<file path="config.mk">
export PLATFORM = sky130hd
export DESIGN_NAME = conv_pe_sequencer_flat
export DESIGN_NICKNAME = d
export VERILOG_FILES = /design/src/rtl/conv_pe_sequencer_pkg.sv /design/src/rtl/conv_pe_sequencer_if.sv /design/src/rtl/conv_pe_sequencer_pe.sv /design/src/rtl/conv_pe_sequencer.sv /design/src/flat_wrapper.sv
export SDC_FILE = /design/constraint.sdc
export NUM_CORES = 1
export LEC_CHECK = 0
export CORE_AREA = 3 3 87 89
export DETAILED_ROUTE_END_ITERATION = 8
export DIE_AREA = 0 0 90 92
export PLACE_DENSITY_LB_ADDON = 0.2
export SLEW_MARGIN = 25
export SYNTH_ARGS = -nofsm -noshare
export SYNTH_HDL_FRONTEND = slang
export SYNTH_SLANG_ARGS = --single-unit
</file>
<file path="constraint.sdc">
create_clock -name clk -period 4.7 [get_ports clk]
set_clock_uncertainty 0.05 [all_clocks]
set_input_delay 0.94 -clock clk [delete_from_list [all_inputs] [get_ports clk]]
set_output_delay 0.94 -clock clk [all_outputs]
set_load 0.01 [all_outputs]
</file>
<file path="src/rtl/conv_pe_sequencer_pkg.sv">
// Shared types for the convolution PE sequencer: FSM states, ternary tap type, width helper.
package conv_pe_sequencer_pkg;

  localparam int TAP_W = 2;

  typedef logic signed [TAP_W-1:0] tap_t;

  typedef enum logic [2:0] {
    IDLE,
    ACCUM,
    DRAIN,
    EMIT,
    DONE
  } seq_state_t;

  // Address/counter width that never collapses to zero bits.
  function automatic int aw(input int n);
    return (n <= 1) ? 1 : $clog2(n);
  endfunction

endpackage

</file>
<file path="src/rtl/conv_pe_sequencer_if.sv">
// Bundle of the sequencer's control, ifmap/weight read and ofmap stream signals.
// master = sequencer side, slave = buffers / ofmap writer / controller side.
interface conv_pe_sequencer_if #(
  parameter int DATA_WIDTH = 8,
  parameter int IMG_W      = 8,
  parameter int IMG_H      = 8,
  parameter int K          = 3,
  parameter int ZC_W       = 16
);
  import conv_pe_sequencer_pkg::*;

  localparam int IF_AW = aw(IMG_W * IMG_H);
  localparam int WT_AW = aw(K * K);
  localparam int OF_AW = aw((IMG_W - K + 1) * (IMG_H - K + 1));

  logic                         start;
  logic                         busy;
  logic                         done;
  logic                         ifmap_rd_en;
  logic [IF_AW-1:0]             ifmap_addr;
  tap_t                         ifmap_rd_data;
  logic                         wt_rd_en;
  logic [WT_AW-1:0]             wt_addr;
  tap_t                         wt_rd_data;
  logic                         ofmap_valid;
  logic                         ofmap_ready;
  logic signed [DATA_WIDTH-1:0] ofmap_data;
  logic [OF_AW-1:0]             ofmap_addr;
  logic [ZC_W-1:0]              zero_tap_count;

  modport master (
    input  start, ifmap_rd_data, wt_rd_data, ofmap_ready,
    output busy, done, ifmap_rd_en, ifmap_addr, wt_rd_en, wt_addr,
           ofmap_valid, ofmap_data, ofmap_addr, zero_tap_count
  );

  modport slave (
    output start, ifmap_rd_data, wt_rd_data, ofmap_ready,
    input  busy, done, ifmap_rd_en, ifmap_addr, wt_rd_en, wt_addr,
           ofmap_valid, ofmap_data, ofmap_addr, zero_tap_count
  );

endinterface

</file>
<file path="src/rtl/conv_pe_sequencer_pe.sv">
// Ternary multiply-accumulate PE: outpsum = inpsum + weight * infmap_value, wrapping.
// Purely combinational; no handshake.
module conv_pe_sequencer_pe
  import conv_pe_sequencer_pkg::*;
#(
  parameter int DATA_WIDTH = 8
) (
  input  logic signed [DATA_WIDTH-1:0] inpsum,
  input  tap_t                         weight,
  input  tap_t                         infmap_value,
  output logic signed [DATA_WIDTH-1:0] outpsum
);

  logic signed [DATA_WIDTH-1:0] w_ext;
  logic signed [DATA_WIDTH-1:0] i_ext;

  // Sign-extend before multiplying so the product wraps in the psum width.
  assign w_ext   = DATA_WIDTH'(weight);
  assign i_ext   = DATA_WIDTH'(infmap_value);
  assign outpsum = inpsum + w_ext * i_ext;

endmodule

</file>
<file path="src/rtl/conv_pe_sequencer.sv">
// Sequences one PE through a KxK stride-1 convolution, streaming one psum per output pixel.
// Latency K*K+2 cycles per pixel; backpressure holds EMIT with no reads until ofmap_ready.
module conv_pe_sequencer
  import conv_pe_sequencer_pkg::*;
#(
  parameter int DATA_WIDTH = 8,
  parameter int IMG_W      = 8,
  parameter int IMG_H      = 8,
  parameter int K          = 3,
  parameter int ZC_W       = 16
) (
  input logic                 clk,
  input logic                 reset,
  conv_pe_sequencer_if.master bus
);

  localparam int OUT_W = IMG_W - K + 1;
  localparam int OUT_H = IMG_H - K + 1;
  localparam int IF_AW = aw(IMG_W * IMG_H);
  localparam int WT_AW = aw(K * K);
  localparam int OF_AW = aw(OUT_W * OUT_H);
  localparam int KC_W  = aw(K);
  localparam int CC_W  = aw(OUT_W);
  localparam int RC_W  = aw(OUT_H);

  localparam logic [KC_W-1:0] K_LAST   = KC_W'(K - 1);
  localparam logic [CC_W-1:0] COL_LAST = CC_W'(OUT_W - 1);
  localparam logic [RC_W-1:0] ROW_LAST = RC_W'(OUT_H - 1);

  seq_state_t                   state;
  logic [KC_W-1:0]              kx, ky;
  logic [CC_W-1:0]              col;
  logic [RC_W-1:0]              row;
  logic signed [DATA_WIDTH-1:0] psum_q;
  logic signed [DATA_WIDTH-1:0] pe_out;
  logic                         rd_en_q;
  logic                         rd_valid_q;
  logic                         busy_q;
  logic                         done_q;
  logic                         valid_q;
  logic [ZC_W-1:0]              zc_q;

  conv_pe_sequencer_pe #(.DATA_WIDTH(DATA_WIDTH)) u_pe (
    .inpsum       (psum_q),
    .weight       (bus.wt_rd_data),
    .infmap_value (bus.ifmap_rd_data),
    .outpsum      (pe_out)
  );

  always_ff @(posedge clk) begin
    if (reset) begin
      state      <= IDLE;
      busy_q     <= 1'b0;
      done_q     <= 1'b0;
      rd_en_q    <= 1'b0;
      rd_valid_q <= 1'b0;
      valid_q    <= 1'b0;
      kx         <= '0;
      ky         <= '0;
      col        <= '0;
      row        <= '0;
      psum_q     <= '0;
      zc_q       <= '0;
    end else begin
      // Read data returns one cycle after the strobe; accumulate it then.
      rd_valid_q <= rd_en_q;
      done_q     <= 1'b0;
      if (rd_valid_q) begin
        psum_q <= pe_out;
        if (bus.ifmap_rd_data == '0 && zc_q != '1) begin
          zc_q <= zc_q + ZC_W'(1);
        end
      end

      case (state)
        IDLE: begin
          if (bus.start) begin
            state   <= ACCUM;
            busy_q  <= 1'b1;
            rd_en_q <= 1'b1;
            kx      <= '0;
            ky      <= '0;
            col     <= '0;
            row     <= '0;
            psum_q  <= '0;
            zc_q    <= '0;
          end
        end
        ACCUM: begin
          if (kx == K_LAST) begin
            kx <= '0;
            if (ky == K_LAST) begin
              ky      <= '0;
              rd_en_q <= 1'b0;
              state   <= DRAIN;
            end else begin
              ky <= ky + KC_W'(1);
            end
          end else begin
            kx <= kx + KC_W'(1);
          end
        end
        DRAIN: begin
          valid_q <= 1'b1;
          state   <= EMIT;
        end
        EMIT: begin
          if (bus.ofmap_ready) begin
            valid_q <= 1'b0;
            psum_q  <= '0;
            if (col == COL_LAST) begin
              col <= '0;
              if (row == ROW_LAST) begin
                row    <= '0;
                done_q <= 1'b1;
                state  <= DONE;
              end else begin
                row     <= row + RC_W'(1);
                rd_en_q <= 1'b1;
                state   <= ACCUM;
              end
            end else begin
              col     <= col + CC_W'(1);
              rd_en_q <= 1'b1;
              state   <= ACCUM;
            end
          end
        end
        DONE: begin
          busy_q <= 1'b0;
          state  <= IDLE;
        end
        default: state <= IDLE;
      endcase
    end
  end

  assign bus.busy           = busy_q;
  assign bus.done           = done_q;
  assign bus.ifmap_rd_en    = rd_en_q;
  assign bus.wt_rd_en       = rd_en_q;
  assign bus.ifmap_addr     = IF_AW'((32'(row) + 32'(ky)) * 32'(IMG_W) + 32'(col) + 32'(kx));
  assign bus.wt_addr        = WT_AW'(32'(ky) * 32'(K) + 32'(kx));
  assign bus.ofmap_valid    = valid_q;
  assign bus.ofmap_data     = psum_q;
  assign bus.ofmap_addr     = OF_AW'(32'(row) * 32'(OUT_W) + 32'(col));
  assign bus.zero_tap_count = zc_q;

endmodule

</file>
<file path="src/flat_wrapper.sv">
// flat-port wrapper written by rule: the top's interface ports become plain ports
module conv_pe_sequencer_flat import conv_pe_sequencer_pkg::*;
#(
  parameter int DATA_WIDTH = 8,
  parameter int IMG_W      = 8,
  parameter int IMG_H      = 8,
  parameter int K          = 3,
  parameter int ZC_W       = 16
)
  (clk, reset, bus_start, bus_ifmap_rd_data, bus_wt_rd_data, bus_ofmap_ready, bus_busy, bus_done, bus_ifmap_rd_en, bus_ifmap_addr, bus_wt_rd_en, bus_wt_addr, bus_ofmap_valid, bus_ofmap_data, bus_ofmap_addr, bus_zero_tap_count);
  conv_pe_sequencer_if #(.DATA_WIDTH(DATA_WIDTH), .IMG_W(IMG_W), .IMG_H(IMG_H), .K(K), .ZC_W(ZC_W)) bus_i ();
  input logic clk;
  input logic reset;
  input wire logic [$bits(bus_i.start)-1:0] bus_start;
  input wire logic [$bits(bus_i.ifmap_rd_data)-1:0] bus_ifmap_rd_data;
  input wire logic [$bits(bus_i.wt_rd_data)-1:0] bus_wt_rd_data;
  input wire logic [$bits(bus_i.ofmap_ready)-1:0] bus_ofmap_ready;
  output wire logic [$bits(bus_i.busy)-1:0] bus_busy;
  output wire logic [$bits(bus_i.done)-1:0] bus_done;
  output wire logic [$bits(bus_i.ifmap_rd_en)-1:0] bus_ifmap_rd_en;
  output wire logic [$bits(bus_i.ifmap_addr)-1:0] bus_ifmap_addr;
  output wire logic [$bits(bus_i.wt_rd_en)-1:0] bus_wt_rd_en;
  output wire logic [$bits(bus_i.wt_addr)-1:0] bus_wt_addr;
  output wire logic [$bits(bus_i.ofmap_valid)-1:0] bus_ofmap_valid;
  output wire logic [$bits(bus_i.ofmap_data)-1:0] bus_ofmap_data;
  output wire logic [$bits(bus_i.ofmap_addr)-1:0] bus_ofmap_addr;
  output wire logic [$bits(bus_i.zero_tap_count)-1:0] bus_zero_tap_count;
  assign bus_i.start = bus_start;
  assign bus_i.ifmap_rd_data = bus_ifmap_rd_data;
  assign bus_i.wt_rd_data = bus_wt_rd_data;
  assign bus_i.ofmap_ready = bus_ofmap_ready;
  assign bus_busy = bus_i.busy;
  assign bus_done = bus_i.done;
  assign bus_ifmap_rd_en = bus_i.ifmap_rd_en;
  assign bus_ifmap_addr = bus_i.ifmap_addr;
  assign bus_wt_rd_en = bus_i.wt_rd_en;
  assign bus_wt_addr = bus_i.wt_addr;
  assign bus_ofmap_valid = bus_i.ofmap_valid;
  assign bus_ofmap_data = bus_i.ofmap_data;
  assign bus_ofmap_addr = bus_i.ofmap_addr;
  assign bus_zero_tap_count = bus_i.zero_tap_count;
  conv_pe_sequencer #(.DATA_WIDTH(DATA_WIDTH), .IMG_W(IMG_W), .IMG_H(IMG_H), .K(K), .ZC_W(ZC_W)) u_core (.clk(clk), .reset(reset), .bus(bus_i));
endmodule
</file>
==> results of run 1 <==
==> layer usage <==
layer / wire, um / GRT usage / part of all wire / vias up
met2: 2636 / 0.2334 / 0.46 / 49
met4: 53 / 0.04592 / 0.0092 / 0
met1: 2826 / 0.1891 / 0.49 / 1052
met5: 0 / 0 / 0 / -
li1: - / - / - / 1168
met3: 265 / 0.03610 / 0.046 / 5
==> final cells by class <==
type | count | area, um^2 | area share
Multi-Input combinational cell | 236 | 1727 | 0.5113
Tap cell | 96 | 120.1 | 0.03557
Clock inverter | 2 | 13.76 | 0.004076
Timing Repair Buffer | 52 | 520.5 | 0.1541
Inverter | 22 | 82.58 | 0.02445
Clock buffer | 6 | 72.57 | 0.02149
Sequential cell | 42 | 840.8 | 0.2490
==> power by group through the flow <==
stage                     logic (uW)  registers, uW  clock network (uW)
after floorplan                 78.2            380                   0
after global placement           105            386                   0
after detailed placement         107            386                   0
after CTS                        107            377                 242
after global routing             120            379                 253
final                            106            377                 231
==> logic make-up (layout without fill, tap and decap cells) <==
logic type,count (synthesis),count (layout),share of synthesized area
AO/OA/AOI/OAI,45,45,0.1075
multiplexers,9,9,0.03355
buffers and inverters,35,82,0.05699
flip-flops,42,42,0.3088
XOR/XNOR,25,25,0.08042
AND/OR/NAND/NOR,125,125,0.2436
adder cells (fa/ha/maj),32,32,0.1691
==> worst min-delay path: cells and delay by family, from the launching register on <==
| family | cells | cell delay [ns] |
|---|---|---|
| multiplexers | 1 | 0.05 |
| AND/OR/NAND/NOR | 1 | 0.06 |
| flip-flops | 1 | 0.33 |
==> synth_stat cells (all sizes together) (2+ instances only) <==
library cell / n / area [um^2]
ha: 24 / 300.3
or3: 2 / 12.51
mux2i: 8 / 80.08
nand2b: 3 / 18.77
or2: 3 / 18.77
xnor2: 15 / 131.4
nor2b: 7 / 43.79
nor4: 2 / 12.51
a22oi: 3 / 22.52
a211oi: 4 / 30.03
nand2: 13 / 48.80
nand3: 8 / 40.04
a2111oi: 2 / 23.77
a31oi: 2 / 12.51
buf: 8 / 53.80
clkbuf: 5 / 18.77
and3: 6 / 37.54
or3b: 2 / 20.02
dfxtp: 42 / 840.8
nor2: 47 / 176.4
and2: 2 / 12.51
and4: 3 / 26.28
nor3: 11 / 60.06
fa: 8 / 160.2
o211ai: 2 / 15.01
a21oi: 16 / 83.83
inv: 22 / 82.58
nor3b: 4 / 35.03
o21ai: 8 / 40.03
nand4: 5 / 37.53
xor2: 10 / 87.58
nand3b: 2 / 15.01
and3b: 2 / 17.52
==> state kept, by name, summed over array words and instances, names as in the netlist <==
signal and flops:
u_core.bus.done 1, u_core.bus.ofmap_data 8, u_core.state 3, u_core.row 3
u_core.col 3, u_core.kx 2, u_core.bus.ifmap_rd_en 1, u_core.ky 2
u_core.bus.busy 1, u_core.bus.ofmap_valid 1, u_core.rd_valid_q 1, u_core.bus.zero_tap_count 16
==> metrics by stage <==
stage / power, uW / utilization
after global routing: 752.6 / 0.4943
final: 714.2 / 0.4943
after detailed placement: 492.5 / 0.4817
after CTS: 727.2 / 0.4943
after floorplan: 458.4 / -
after global placement: 490.2 / 0.4817
==> final timing paths <==
kind	from	endpoint	slack [ns]	cells after the start
setup reg to reg	u_core.bus.ofmap_data[0]	u_core.bus.ofmap_data[6]	2.65	8
hold reg to reg	u_core.bus.ofmap_data[7]	u_core.bus.ofmap_data[7]	0.44	2
setup / recovery	u_core.kx[1]	bus_wt_addr[2]	1.19	6
hold / removal	u_core.bus.ofmap_data[7]	u_core.bus.ofmap_data[7]	0.44	2
==> cells in the final DEF, fill, tap and decap left out, drive strengths merged, types with 3 or more instances in the layout <==
| cell type | Yosys | layout |
|---|---|---|
| clkdlybuf4s50 | 0 | 52 |
| nor2 | 47 | 47 |
| dfxtp | 42 | 42 |
| ha | 24 | 24 |
| inv | 22 | 22 |
| a21oi | 16 | 16 |
| xnor2 | 15 | 15 |
| nand2 | 13 | 13 |
| nor3 | 11 | 11 |
| xor2 | 10 | 10 |
| nand3 | 8 | 8 |
| mux2i | 8 | 8 |
| fa | 8 | 8 |
| o21ai | 8 | 8 |
| nor2b | 7 | 7 |
| and3 | 6 | 6 |
| clkbuf | 5 | 6 |
| nand4 | 5 | 5 |
| a211oi | 4 | 4 |
| nor3b | 4 | 4 |
| nand2b | 3 | 3 |
| a22oi | 3 | 3 |
| or2 | 3 | 3 |
| and4 | 3 | 3 |
==> impl_metrics.py, run 1 <==
metrics = {
    "clock_network": {
        "cts_hold_buf": 0,
        "cts_buffer_depth": 2,
        "clockRootBuffer": "clkbuf_8",
        "clk_latency_ns": 0.29,
        "post_cts_resized": 0,
        "clk_pin_slew_ns": 0.09,
        "postCtsSetupBuffers": 0,
        "cts_tree": "built",
        "cts_made_buffers": 5,
        "clock-sinks": 42,
        "cts_max_level": 2,
    },
    "finish": {
        "drive_gt1_frac": 0.04167,
        "num-nets-final": 399,
        "n_antenna_cell": 0,
        "finalNonFillerCells": 456,
        "final_area_mm2": 0.003377,
        "syn_to_final_growth_pct": 24.03,
        "fillers": 657,
    },
    "yosys": {
        "ys_seq_area_frac": 0.3088,
        "yosysWarnings": 0,
        "yosysUniqueCellTypes": 54,
        "syn_area_mm2": 0.002723,
        "synth_fp_nets": 353,
        "synth_ff_type": "dfxtp_1",
        "async_flop_share": 0,
        "syn_avg_cell_area_um2": 8.698,
        "syn_inst": 313,
        "synth_edf_count": 0,
        "ys_seq_elements": 42,
    },
    "global_routing": {
        "grt_max_degree": 21,
        "grt_first_pass_wirelength_um": 9922,
        "grt_pass1_vias": 2124,
        "gr-usage-all-layers": 0.1443,
        "antenna_found_initial": 0,
        "gr-total-overflow": 0,
    },
    "placed_design": {
        "port_buffers": 52,
        "placed_area_mm2": 0.003291,
        "hpwl_um": 4450,
        "pre_cts_ws_ns": 0.8939,
        "place_inst": 448,
        "gp_congestion": 0.7765,
    },
    "sta": {
        "tns_ns": 0,
        "rsz0062_at_grt": "false",
        "hold_viol": 0,
        "finalSetupViolations": 0,
        "slew_violations": 0,
        "whs_ns": 0.4358,
        "layout_min_cycle_time_ns": 3.515,
        "relSlewSlack": 0.5433,
        "max_freq_mhz": 284.5,
        "fin_crit_sh": 0.7479,
        "worst_pin_slew_ns": 0.6829,
        "setup_ws_ns": 1.185,
    },
    "route": {
        "drc": 0,
        "wire_per_inst_um": 12.68,
        "finalWirelength_um": 5781,
        "first_pass_iters": 4,
        "via_per_inst": 4.987,
        "drt_iter0_drc": 86,
        "via_count": 2274,
        "ant_nets": 0,
    },
    "setup_path": {
        "path_class": "flop to primary output",
        "crit_buf_inv": 3,
        "cp_top_family": "adder cells",
        "critical-path-max-stage-delay_ns": 0.53,
        "crit_path_end_kind": "primary output",
        "slowest_stage": "clkdlybuf4s50_1",
        "crit_path_max_fanout": 7,
        "cp-start-kind": "flop",
        "arrival_ns": 2.52,
        "required_ns": 3.71,
        "crit_chain": "fa_1 > ha_1 > inv_1 > fa_1 > inv_1 > clkdlybuf4s50_1",
    },
    "power": {
        "power_leakage_uw": 0.001313,
        "pwr-share-clk": 0.323,
        "internal_power_uw": 519.8,
        "p_seq_frac": 0.528,
        "ir_worst_vdd_uv": 108.4,
        "p_sw_frac": 0.2721,
        "pwr-share-comb": 0.149,
        "p_switching_uw": 194.3,
        "p_per_area_mw_per_mm2": 211.5,
    },
    "die": {
        "core_mm2": 0.006832,
        "row_count": 30,
        "initial_core_util": 0.3985,
        "die_h_um": 92,
        "die_w_um": 90,
        "pin_count": 53,
        "dieArea_mm2": 0.008280,
    },
    "outcome": {
        "status": "finished, final reports clean",
    },
    "job": {
        "drv_cap": 0,
    },
    "min_path": {
        "hp-class": "flop to flop",
    },
}
Note: power is estimated with default switching activity, not from simulation.
==> inputs of run 2 (changes only) <==
- clock period: 4.7 -> 3 ns (I/O delays scaled with it)
==> run 2 against run 1 <==
Hold slack lost 0.0024 ns. Critical path depth grew 6. Worst setup slack lost 1.0 ns. Sequential share of layout area shrank 1.2 points. Critical endpoint is now u_core.bus.ofmap_data[7].
==> impl_metrics.py, run 2 (synthesized netlist as in run 1, its figures left out) <==
metrics = {
    "outcome": {
        "status": "finished, final reports clean",
    },
    "clock_network": {
        "clock-sinks": 42,
        "cts_buffer_depth": 2,
        "clk_pin_slew_ns": 0.08,
        "clk_latency_ns": 0.30,
        "cts_made_buffers": 5,
        "postCtsSetupBuffers": 0,
        "cts_tree": "built",
        "cts_hold_buf": 0,
        "clockRootBuffer": "clkbuf_8",
        "cts_max_level": 2,
    },
    "global_routing": {
        "grt_max_degree": 17,
        "gr-usage-all-layers": 0.1483,
        "antenna_found_initial": 0,
        "gr-total-overflow": 0,
        "grt_pass1_vias": 2216,
        "grt_first_pass_wirelength_um": 10190,
    },
    "sta": {
        "layout_min_cycle_time_ns": 2.850,
        "hold_viol": 0,
        "fin_crit_sh": 0.9500,
        "rsz0062_at_grt": "false",
        "tns_ns": 0,
        "worst_pin_slew_ns": 0.5422,
        "relSlewSlack": 0.6385,
        "finalSetupViolations": 0,
        "max_freq_mhz": 350.9,
        "setup_ws_ns": 0.1499,
        "slew_violations": 0,
    },
    "route": {
        "via_count": 2359,
        "first_pass_iters": 4,
        "drc": 0,
        "wire_per_inst_um": 12.82,
        "drt_iter0_drc": 54,
        "via_per_inst": 4.987,
        "ant_nets": 0,
        "finalWirelength_um": 6062,
    },
    "die": {
        "dieArea_mm2": 0.008280,
        "core_mm2": 0.006832,
        "die_h_um": 92,
        "initial_core_util": 0.3985,
        "row_count": 30,
        "pin_count": 53,
        "die_w_um": 90,
    },
    "job": {
        "drv_cap": 0,
    },
    "finish": {
        "final_area_mm2": 0.003588,
        "drive_gt1_frac": 0.1114,
        "final_common_cell": "nor2_1",
        "syn_to_final_growth_pct": 31.80,
        "layout_common_cells": "nor2_1, clkdlybuf4s50_1, dfxtp_1",
        "largest_reg_flops": 16,
        "num-nets-final": 417,
        "n_antenna_cell": 0,
    },
    "setup_path": {
        "path_class": "primary input to flop",
        "cp-start-kind": "primary input",
        "arrival_ns": 3.03,
        "crit_path_max_fanout": 3,
        "crit_path_end_kind": "flop",
        "required_ns": 3.18,
    },
    "min_path": {
        "hp-class": "flop to flop",
    },
    "placed_design": {
        "pre_cts_ws_ns": -0.3960,
        "hpwl_um": 4521,
        "port_buffers": 52,
        "gp_congestion": 0.7871,
        "placed_area_mm2": 0.003426,
    },
    "power": {
        "ir_worst_vdd_uv": 165.4,
        "p_per_area_mw_per_mm2": 346.2,
        "power_leakage_uw": 0.001497,
    },
}
[run 2: area by class of cell]
class	instances	area [um^2]
Clock inverter	1	30.03
Sequential cell	42	849.6
Timing Repair Buffer	70	655.6
Clock buffer	6	82.58
Multi-Input combinational cell	236	1768
Inverter	22	82.58
Fill cell	695	3243
Tap cell	96	120.1
[run 2: power by group]
| part | switching (uW) | internal (uW) | leakage (uW) | total [uW] |
|---|---|---|---|---|
| clock network | 196 | 267 | 0.0000573 | 463 |
| registers | 20.8 | 569 | 0.000342 | 589 |
| logic | 92.9 | 97.2 | 0.00110 | 190 |
| total | 310 | 932 | 0.00150 | 1240 |
[run 2: worst max-delay path: stages]
cell and delay (ns):
clkdlybuf4s50_1 0.42, nand2b_4 0.15, fa_2 0.36, inv_1 0.09, ha_4 0.20, ha_4 0.26, buf_4 0.11, o211ai_1 0.11
o211ai_1 0.23, a21oi_1 0.09, and3b_1 0.23, mux2i_1 0.17
[run 2: layer usage]
| layer | up-vias | share of wire | GRT usage |
|---|---|---|---|
| met5 | - | 0 | 0 |
| met4 | 0 | 0.012 | 0.04464 |
| met3 | 5 | 0.032 | 0.03692 |
| met2 | 43 | 0.47 | 0.2365 |
| met1 | 1101 | 0.49 | 0.1982 |
| li1 | 1210 | - | - |
[run 2: timing repair]
item                                    4_1_cts  5_1_grt
resized for setup                            11        9
pin swaps                                     1        5
endpoints found under the setup margin        8        4
[run 2: worst paths after layout]
kind / start / endpoint / slack (ns) / cells past startpoint
max: bus_wt_rd_data[0] / u_core.bus.ofmap_data[7] / 0.15 / 12
min: u_core.bus.ofmap_data[7] / u_core.bus.ofmap_data[7] / 0.43 / 2
max reg2reg: u_core.bus.ofmap_data[0] / u_core.bus.ofmap_data[6] / 1.01 / 8
min reg2reg: u_core.bus.ofmap_data[7] / u_core.bus.ofmap_data[7] / 0.43 / 2
[run 2: stage by stage]
step	total power (uW)	std cells	hold slack, ns	util
3_3_place_gp	784.6	466	0.4248	0.5015
2_1_floorplan	718.2	313	0.4370	-
4_1_cts	1257	473	0.4422	0.5185
6_report	1242	473	0.4335	0.5253
5_1_grt	1298	473	0.4571	0.5253
3_5_place_dp	786.4	466	0.4284	0.5015
